## config.mk

```make
export PLATFORM = sky130hd
export DESIGN_NAME = w5300_bus_responder
export DESIGN_NICKNAME = d
export VERILOG_FILES = /design/src/rtl/w5300_bus_responder.sv
export SDC_FILE = /design/constraint.sdc
export NUM_CORES = 2
export LEC_CHECK = 0
export ABC_AREA = 1
export CORE_MARGIN = 2
export CORE_UTILIZATION = 29
export CTS_CLUSTER_SIZE = 10
export DETAILED_ROUTE_END_ITERATION = 7
export PLACE_DENSITY_LB_ADDON = 0.05
export SYNTH_ARGS = -nofsm -noshare
export SYNTH_HDL_FRONTEND = slang
export SYNTH_SLANG_ARGS = --single-unit
```

## constraint.sdc

```tcl
create_clock -name clk -period 9.8 [get_ports clk]
set_input_delay 1.47 -clock clk [delete_from_list [all_inputs] [get_ports clk]]
set_output_delay 1.47 -clock clk [all_outputs]
set_load 0.03 [all_outputs]
```

## src/rtl/w5300_bus_responder.sv

```systemverilog
// rtl/w5300_bus_responder.sv - W5300 direct-mode bus responder: common regs, IDR, socket 0 with TX/RX FIFOs
module w5300_bus_responder #(
  parameter int          FIFO_DEPTH = 64,
  parameter int          READ_LAT   = 2,
  parameter logic [15:0] CHIP_ID    = 16'h5300
) (
  input  logic        clk,
  input  logic        rst_n,
  input  logic        w_rst_n,
  input  logic        cs_n,
  input  logic        rd_n,
  input  logic        wr_n,
  input  logic [9:0]  addr,
  input  logic [15:0] data_in,
  output logic [15:0] data_out,
  output logic        data_oe,
  output logic        int_n,
  input  logic        peer_connect,
  input  logic        rx_valid,
  input  logic [15:0] rx_data,
  output logic        rx_ready,
  output logic        tx_valid,
  output logic [15:0] tx_data,
  input  logic        tx_ready
);
  localparam int          AW      = $clog2(FIFO_DEPTH);
  localparam logic [AW:0] DEPTH_W = (AW+1)'(FIFO_DEPTH);
  localparam logic [7:0]  S0_IMR  = 8'h1F;

  localparam logic [9:0] A_MR   = 10'h000, A_IR   = 10'h002, A_IMR  = 10'h004, A_IDR = 10'h0FE;
  localparam logic [9:0] A_S0MR = 10'h200, A_S0CR = 10'h202, A_S0IR = 10'h206, A_SSR = 10'h208;
  localparam logic [9:0] A_WRSR = 10'h220, A_FSR  = 10'h224, A_RSR  = 10'h228;
  localparam logic [9:0] A_TXF  = 10'h22E, A_RXF  = 10'h230;

  typedef enum logic [7:0] {
    SOCK_CLOSED = 8'h00,
    SOCK_INIT   = 8'h13,
    SOCK_LISTEN = 8'h14,
    SOCK_ESTAB  = 8'h17
  } sock_t;

  logic        rst;
  logic        cs_q, rd_q, wr_q, rd_act_q, wr_act_q;
  logic [9:0]  addr_q, wr_addr_l, rd_addr, rd_sel;
  logic [15:0] din_q, wr_data_l, rd_mux;
  logic [2:0]  lat_cnt;
  logic        rd_act, wr_act, rd_start, rd_done, wr_commit;
  logic [15:0] mr, imr, s0_mr, tx_wrsr, ir_word;
  logic [7:0]  s0_cr, s0_ir, ir_clr, ir_ev;
  sock_t       ssr;
  logic        cmd_pend, cmd_close, con_ev, sending, send_done;
  logic [AW:0] send_left, send_init, tx_free;
  logic [16:0] wr_words;
  logic [15:0] tx_mem [FIFO_DEPTH];
  logic [15:0] rx_mem [FIFO_DEPTH];
  logic [AW-1:0] tx_wp, tx_rp, rx_wp, rx_rp;
  logic [AW:0] tx_cnt, rx_cnt;
  logic        tx_push, tx_pop, rx_push, rx_pop;
  logic        unused_addr0;

  assign rst          = !rst_n || !w_rst_n;
  assign unused_addr0 = addr[0];

  // An access needs exactly one strobe low; both low is treated as idle.
  assign rd_act    = !cs_q && !rd_q && wr_q;
  assign wr_act    = !cs_q && !wr_q && rd_q;
  assign rd_start  = rd_act && !rd_act_q;
  assign rd_done   = rd_act_q && !rd_act && rd_q;
  assign wr_commit = wr_act_q && !wr_act && wr_q;
  assign rd_sel    = rd_start ? addr_q : rd_addr;

  assign cmd_close = cmd_pend && (s0_cr == 8'h10);
  assign con_ev    = peer_connect && (ssr == SOCK_LISTEN);
  assign send_done = sending && (send_left == '0) && !cmd_pend;
  assign wr_words  = ({1'b0, tx_wrsr} + 17'd1) >> 1;
  assign send_init = (wr_words < 17'(tx_cnt)) ? wr_words[AW:0] : tx_cnt;

  assign tx_valid = sending && (send_left != '0);
  assign tx_data  = tx_mem[tx_rp];
  assign rx_ready = (rx_cnt != DEPTH_W) && (ssr == SOCK_ESTAB);
  assign tx_pop   = tx_valid && tx_ready;
  assign tx_push  = wr_commit && (wr_addr_l == A_TXF) && (tx_cnt != DEPTH_W);
  assign rx_push  = rx_valid && rx_ready;
  assign rx_pop   = rd_done && (rd_addr == A_RXF) && (rx_cnt != '0);
  assign tx_free  = DEPTH_W - tx_cnt;

  assign ir_word = {7'b0, |(s0_ir & S0_IMR), 8'b0};
  assign ir_clr  = (wr_commit && wr_addr_l == A_S0IR) ? wr_data_l[7:0] : 8'h00;
  assign ir_ev   = {3'b0, send_done, 1'b0, rx_push, cmd_close, con_ev};

  always_comb begin
    rd_mux = '0;
    case (rd_sel)
      A_MR:    rd_mux = mr;
      A_IR:    rd_mux = ir_word;
      A_IMR:   rd_mux = imr;
      A_IDR:   rd_mux = CHIP_ID;
      A_S0MR:  rd_mux = s0_mr;
      A_S0CR:  rd_mux = {8'h00, s0_cr};
      A_S0IR:  rd_mux = {8'h00, s0_ir};
      A_SSR:   rd_mux = {8'h00, ssr};
      A_WRSR:  rd_mux = tx_wrsr;
      A_FSR:   rd_mux = 16'({tx_free, 1'b0});
      A_RSR:   rd_mux = 16'({rx_cnt, 1'b0});
      A_RXF:   rd_mux = (rx_cnt != '0) ? rx_mem[rx_rp] : 16'h0000;
      default: rd_mux = '0;
    endcase
  end

  always_ff @(posedge clk) begin
    if (tx_push) tx_mem[tx_wp] <= wr_data_l;
    if (rx_push) rx_mem[rx_wp] <= rx_data;
  end

  always_ff @(posedge clk) begin
    if (rst || cmd_close) begin
      tx_wp <= '0; tx_rp <= '0; tx_cnt <= '0;
      rx_wp <= '0; rx_rp <= '0; rx_cnt <= '0;
    end else begin
      if (tx_push) tx_wp <= tx_wp + 1'b1;
      if (tx_pop)  tx_rp <= tx_rp + 1'b1;
      if (rx_push) rx_wp <= rx_wp + 1'b1;
      if (rx_pop)  rx_rp <= rx_rp + 1'b1;
      case ({tx_push, tx_pop})
        2'b10:   tx_cnt <= tx_cnt + 1'b1;
        2'b01:   tx_cnt <= tx_cnt - 1'b1;
        default: tx_cnt <= tx_cnt;
      endcase
      case ({rx_push, rx_pop})
        2'b10:   rx_cnt <= rx_cnt + 1'b1;
        2'b01:   rx_cnt <= rx_cnt - 1'b1;
        default: rx_cnt <= rx_cnt;
      endcase
    end
  end

  always_ff @(posedge clk) begin
    if (rst) begin
      cs_q <= 1'b1; rd_q <= 1'b1; wr_q <= 1'b1;
      addr_q <= '0; din_q <= '0; rd_act_q <= 1'b0; wr_act_q <= 1'b0;
      wr_addr_l <= '0; wr_data_l <= '0; rd_addr <= '0; lat_cnt <= '0;
      data_out <= '0; data_oe <= 1'b0; int_n <= 1'b1;
      mr <= 16'h3800; imr <= '0; s0_mr <= '0; s0_cr <= '0; s0_ir <= '0;
      ssr <= SOCK_CLOSED; tx_wrsr <= '0;
      cmd_pend <= 1'b0; sending <= 1'b0; send_left <= '0;
    end else begin
      cs_q <= cs_n; rd_q <= rd_n; wr_q <= wr_n;
      addr_q <= {addr[9:1], 1'b0}; din_q <= data_in;
      rd_act_q <= rd_act; wr_act_q <= wr_act;
      if (wr_act) begin
        wr_addr_l <= addr_q;
        wr_data_l <= din_q;
      end

      // data_out is loaded once, when data_oe rises, and then held.
      if (rd_start) begin
        rd_addr <= addr_q;
        lat_cnt <= 3'(READ_LAT - 1);
        if (READ_LAT == 1) begin
          data_oe  <= 1'b1;
          data_out <= rd_mux;
        end
      end else if (!rd_act) begin
        lat_cnt <= '0;
        data_oe <= 1'b0;
      end else if (lat_cnt != '0) begin
        lat_cnt <= lat_cnt - 1'b1;
        if (lat_cnt == 3'd1) begin
          data_oe  <= 1'b1;
          data_out <= rd_mux;
        end
      end

      int_n <= ~|(ir_word & imr);
      s0_ir <= (s0_ir & ~ir_clr) | ir_ev;

      if (con_ev) ssr <= SOCK_ESTAB;

      if (send_done) begin
        sending <= 1'b0;
        s0_cr   <= '0;
        tx_wrsr <= '0;
      end else if (tx_pop) begin
        send_left <= send_left - 1'b1;
      end

      // Commands execute one cycle after the S0_CR write commits.
      if (cmd_pend) begin
        cmd_pend <= 1'b0;
        s0_cr    <= '0;
        case (s0_cr)
          8'h01: if (ssr == SOCK_CLOSED && s0_mr[3:0] == 4'd1) ssr <= SOCK_INIT;
          8'h02: if (ssr == SOCK_INIT) ssr <= SOCK_LISTEN;
          8'h10: begin
            ssr       <= SOCK_CLOSED;
            sending   <= 1'b0;
            send_left <= '0;
          end
          8'h20: if (ssr == SOCK_ESTAB && !sending) begin
            sending   <= 1'b1;
            send_left <= send_init;
            s0_cr     <= 8'h20;
          end
          default: ;
        endcase
        if (sending && s0_cr != 8'h10) s0_cr <= 8'h20;
      end

      if (wr_commit) begin
        case (wr_addr_l)
          A_MR:   mr      <= wr_data_l;
          A_IMR:  imr     <= wr_data_l;
          A_S0MR: s0_mr   <= wr_data_l;
          A_WRSR: tx_wrsr <= wr_data_l;
          A_S0CR: begin
            s0_cr    <= wr_data_l[7:0];
            cmd_pend <= 1'b1;
          end
          default: ;
        endcase
      end
    end
  end
endmodule

```

# Yosys cells after proc, flatten, opt, wreduce, memory -nomap -nowiden
# Memory sizes are Yosys's and may differ from the RTL's. A register that Yosys moved wholly into a read port is not among the register bits.
# Cells that the tools add are included.
[totals]
register_bits = 223
ramBits = 2048
n_memories = 2
input_bits = 51
[op_classes]
bitwise_logic = 7
magnitude_cmp = 1
n_mux = 46
addsub = 12
n_reduce_logical = 56
eq_ne = 37
[memory_table]
columns = ["name", "words", "width", "rd", "rd_clocked_by_memory_dff", "wr", "line", "source"]
rows = [
  ["rx_mem", 64, 16, 1, 1, 1, "55", "logic [15:0] rx_mem [FIFO_DEPTH];"],
  ["tx_mem", 64, 16, 1, 1, 1, "54", "logic [15:0] tx_mem [FIFO_DEPTH];"],
]
[op_table]
columns = ["cell", "n"]
rows = [
  ["16-bit one-hot mux with 12 select lines", 1],
  ["10-bit == test, second input constant", 14],
  ["8-bit 2-to-1 mux", 10],
  ["16-bit 2-to-1 mux", 4],
  ["7-bit one-hot mux with 2 select lines", 3],
  ["6-bit 2-to-1 mux", 6],
  ["7-bit 2-to-1 mux", 5],
  ["8-bit by 5-bit == test with 1-bit output, second input constant", 4],
  ["1-bit logical AND", 25],
  ["6-bit by 1-bit adder with 6-bit output, second input constant", 4],
  ["8-bit one-hot mux with 3 select lines", 1],
  ["7-bit by 1-bit subtractor with 7-bit output, second input constant", 3],
  ["10-bit by 3-bit == test with 1-bit output, second input constant", 2],
  ["10-bit logical NOT", 2],
  ["16-bit by 1-bit adder with 17-bit output, second input constant", 1],
  ["9-bit by 16-bit bitwise AND with 16-bit output", 1],
  ["16-bit by 7-bit less-than comparator with 1-bit output", 1],
  ["16-bit OR reduction", 1],
  ["7-bit by 1-bit adder with 7-bit output, second input constant", 2],
  ["1-bit 2-to-1 mux", 14],
  ["7-bit != test, second input constant", 2],
  ["7-bit nonzero test", 2],
  ["1-bit logical NOT", 11],
  ["10-bit by 2-bit == test with 1-bit output, second input constant", 1],
  ["30 further kinds", 39],
]

# Longest topological paths before layout
[depth]
depth_word = 11
depth_mapped = 18

# Least setup slack after synthesis
# No wires, ideal clock.
[synth_timing]
kind = "input to register"
start = "input rx_valid"
end = "memory rx_mem[23][0] (enable)"
setup_slack_ps = 6074
arrival_ps = 3317
path_buffers = 0
required_time_ps = 9391
stages = 6
path_cell_list = "nand2_1 > nor2_1 > nand2_1 > inv_1 > nand2_1 > nor3_1"
[synth_between]
elab_chain_len = 3
[synth_lines]
columns = ["element", "line", "source"]
rows = [
  ["start: declaration", "19", "input logic rx_valid,"],
  ["1-bit logical AND", "83", "assign rx_push = rx_valid && rx_ready;"],
  ["1-bit 2-to-1 mux", "112", "if (rx_push) rx_mem[rx_wp] <= rx_data;"],
  ["1-bit 2-to-1 mux (implied by the code)", "112", ""],
  ["end: declaration", "55", ""],
]
# No other way between the ends.

==> flow_summary_export.csv <==
group,metric,value,unit
outcome,status,"completed",
timing,finalMaxSlewViolations,0,
logic_synthesis,yosys-top-cells-area,"edfxtp_1, nand2_1, nand3_1",
critical_path,worstPathArrival,5.87,ns
min_path,min_from,"s0_mr[8]",
critical_path,critPathMaxFanout,131,
logic_synthesis,synth_top_family_by_area,"simple AND/OR/NAND/NOR gates",
min_path,hp-class,"reg2reg",
timing,finClkSkew,0.05780,ns
critical_path,path_class,"reg2out",
logic_synthesis,synth.avg_cell_area,11.52,sq um
critical_path,worstPathRequired,8.33,ns
logic_synthesis,yosysTopAreaCell,"edfxtp_1",
cts,cts_buffers,286,
pwr,vdd_drop_max,0.1244,mV
critical_path,cp_slowest_stage_delay,0.87,ns
cts,ctsHoldBuffers,0,
timing,finalCriticalPeriod,7.338,ns
logic_synthesis,ys_ff_latch,2281,
critical_path,cp_cell_sequence,"buf_12, buf_4, o21ai_0, o22ai_1, o21ai_0, o221ai_1, o211ai_1, nand2_1, clkdlybuf4s50_1",
cells_and_area,stdcell_count,12459,
critical_path,startpoint_type,"flop",
timing,grt_setup_unrepaired,"no",
routing,viasPerCell,4.934,
floorplan,coreArea,317300,sq um
cts,cts-root-buf,"clkbuf_16",
global_route,grt_overflow,0,
logic_synthesis,netlist_instances,8012,
logic_synthesis,synth_edf_count,2048,
min_path,min_path_cells,2,
timing,setup-tns-final,0,ns
timing,max_slew_margin,25.47,%
global_route,grt_pass1_wl,449200,um
routing,wl_per_cell,25.28,um
logic_synthesis,yosysWarnings,0,
pwr,finalPower,20380,uW
cts,clkLatencyLatePin,0.88,ns
pwr,power_density,191.1,nW/um^2
critical_path,crit_path_end_kind,"output port",
timing,max_freq,136.3,MHz
logic_synthesis,synthDistinctLibCells,53,
routing,drtIter0Drc,5234,
logic_synthesis,synth-async-reset-ratio,0,%
min_path,hold_end,"s0_mr[8]",
cells_and_area,nNetsFinal,8185,
critical_path,cpMostUsedCell,"o21ai_0",
timing,final.period_utilization,74.88,%
global_route,grt_max_degree,182,
logic_synthesis,synth_top_cell_area_share,66.62,%
global_route,antenna_found_initial,6,
placed_design,gp_congestion,0.8309,
timing,hold_viol,0,
global_route,grt_pass1_vias,58575,
logic_synthesis,synthAdderAreaFrac,0.4364,%
critical_path,worstRegToRegCells,15,
cts,clockBufferDepth,4,
routing,route.detailed.drc,0,
cts,cts.sinks,2281,
logic_synthesis,synth_simple_gate_area_share,16.60,%
cts,post_cts_buffers,0,
cts,cts_tree,"done",
floorplan,num_rows,207,
logic_synthesis,yosys-mux-area-fraction,0.01084,%
routing,routed-via-count,61468,
timing,final-setup-viol-count,0,
floorplan,start_util,29.10,%
floorplan,ioPinCount,87,
flow_run,drv_cap,0,
floorplan,die_w,568.2,um
timing,hold_ws,0.4593,ns
critical_path,crit_path_top_delay_cell,"dfxtp_4",
critical_path,rrSetupSlack,4.84,ns
placed_design,hpwlAfterDp,176800,um
floorplan,die_h,568.2,um
cts,clk_pin_slew,0.05,ns
logic_synthesis,syn_area,92310,sq um
placed_design,port_buffers,85,
critical_path,r2r-end,"data_out[8]",
floorplan,die_area,322800,sq um
routing,wirelength,315000,um
logic_synthesis,ys_seq_area_share,71.67,%
pwr,leakage,0.03383,uW
cells_and_area,syn_to_final_growth,15.53,%
routing,drtAntennaViolNets,0,
cells_and_area,drive_above_1_share,8.345,%
timing,worstMarginPinSlew,1.117,ns
logic_synthesis,yosys.cell_count.top_type,"edfxtp_1",
global_route,grt_usage,19.02,%
placed_design,place_inst,11995,
routing,drtPass1Iterations,6,
cts,cts_resized,0,
logic_synthesis,synth_compound_area_share,7.869,%
cts,htree_levels,5,
logic_synthesis,syn-num-nets,8094,
logic_synthesis,synth_xor_xnor_area_share,0.2562,%
logic_synthesis,synth_commonest_cells,"edfxtp_1, nand2_1, nand3_1, nor2_1, o21ai_0",
logic_synthesis,ys.flop_type,"edfxtp_1",
-- through the flow --
stage / utilization (%) / area [sq um] / worst slack (ns)
after CTS: 33.61 / 106600 / 2.522
after floorplan: - / 92310 / 6.074
after global routing: 33.61 / 106600 / 2.211
after detailed placement: 30.98 / 98300 / 3.491
final: 33.61 / 106600 / 2.462
after global placement: 30.98 / 98300 / 3.565
-- where the power goes --
group | internal (uW) | switching [uW] | leakage, uW
Sequential | 10500 | 10.1 | 0.0185
Clock | 5620 | 4070 | 0.00403
Combinational | 25.8 | 131 | 0.0113
Total | 16200 | 4220 | 0.0338
-- critical path: cells and delay by family (launching register included) --
family,cells,cell delay (ns)
AO/OA/AOI/OAI,5,1.76
buffers and inverters,3,1.97
flip-flops,1,0.87
AND/OR/NAND/NOR,1,0.20
-- cells by family (layout without fill, tap and decap cells) --
group	after synthesis	in the layout
buffers and inverters	740	996
adder cells (fa/ha/maj)	31	31
AO/OA/AOI/OAI	1296	1296
AND/OR/NAND/NOR	3636	3636
XOR/XNOR	27	27
multiplexers	1	1
other	0	11
flip-flops	2281	2281
-- worst max-delay path by stage --
stage	from	to	slack (ns)	depth (start not counted)
detailed placement	flop	tx_data[9]	3.49	9
global route	flop	tx_data[9]	2.21	9
floorplan	rx_valid	rx_mem[23][0]	6.07	6
finish	flop	tx_data[9]	2.46	9
global placement	flop	tx_data[9]	3.56	9
CTS	flop	tx_data[9]	2.52	9
-- area by class of cell --
cell class	count	area, sq um
diodes	11	27.53
clock buffers	392	7780
clock inverters	61	544.3
fillers	31589	210600
inverters	238	929.6
multi-input cells	4991	23350
flip-flops and latches	2281	66250
well taps	4180	5230
repair buffers	305	2535
-- cell usage in the layout (no fill, tap or decap), types with 16 or more instances in the layout --
cell type,instances
o22ai_1,275
dfxtp_4,21
o21ai_0,714
buf_4,211
nor2_1,927
o211ai_1,32
nand3_1,992
xor2_1,21
clkinv_1,35
inv_1,222
clkbuf_1,88
nand4_1,48
clkbuf_16,290
buf_2,16
clkdlybuf4s50_1,69
edfxtp_1,2048
a211oi_1,49
a21oi_1,151
o221ai_1,37
dfxtp_1,208
nor3_1,18
nor2_2,38
ha_1,29
nand2_1,1551
-- registers in the layout, indices dropped and copies added (netlist names), 9 cells and up, named ones only --
name / count
wr_data_l: 16
tx_mem: 1024
mr: 16
imr: 16
addr_q: 9
din_q: 16
data_out: 16
rd_addr: 10
tx_wrsr: 16
rx_mem: 1024
wr_addr_l: 9
s0_mr: 16
-- routing by layer --
metal / up-vias / share of wire, % / track usage [%]
met5: - / 0.0041 / 0
met4: 2 / 2.7 / 5.158
met3: 392 / 4.3 / 2.249
met2: 1343 / 45 / 29.64
met1: 30895 / 48 / 27.83
li1: 28836 / - / -
Note: power is estimated with default switching activity, not from simulation.
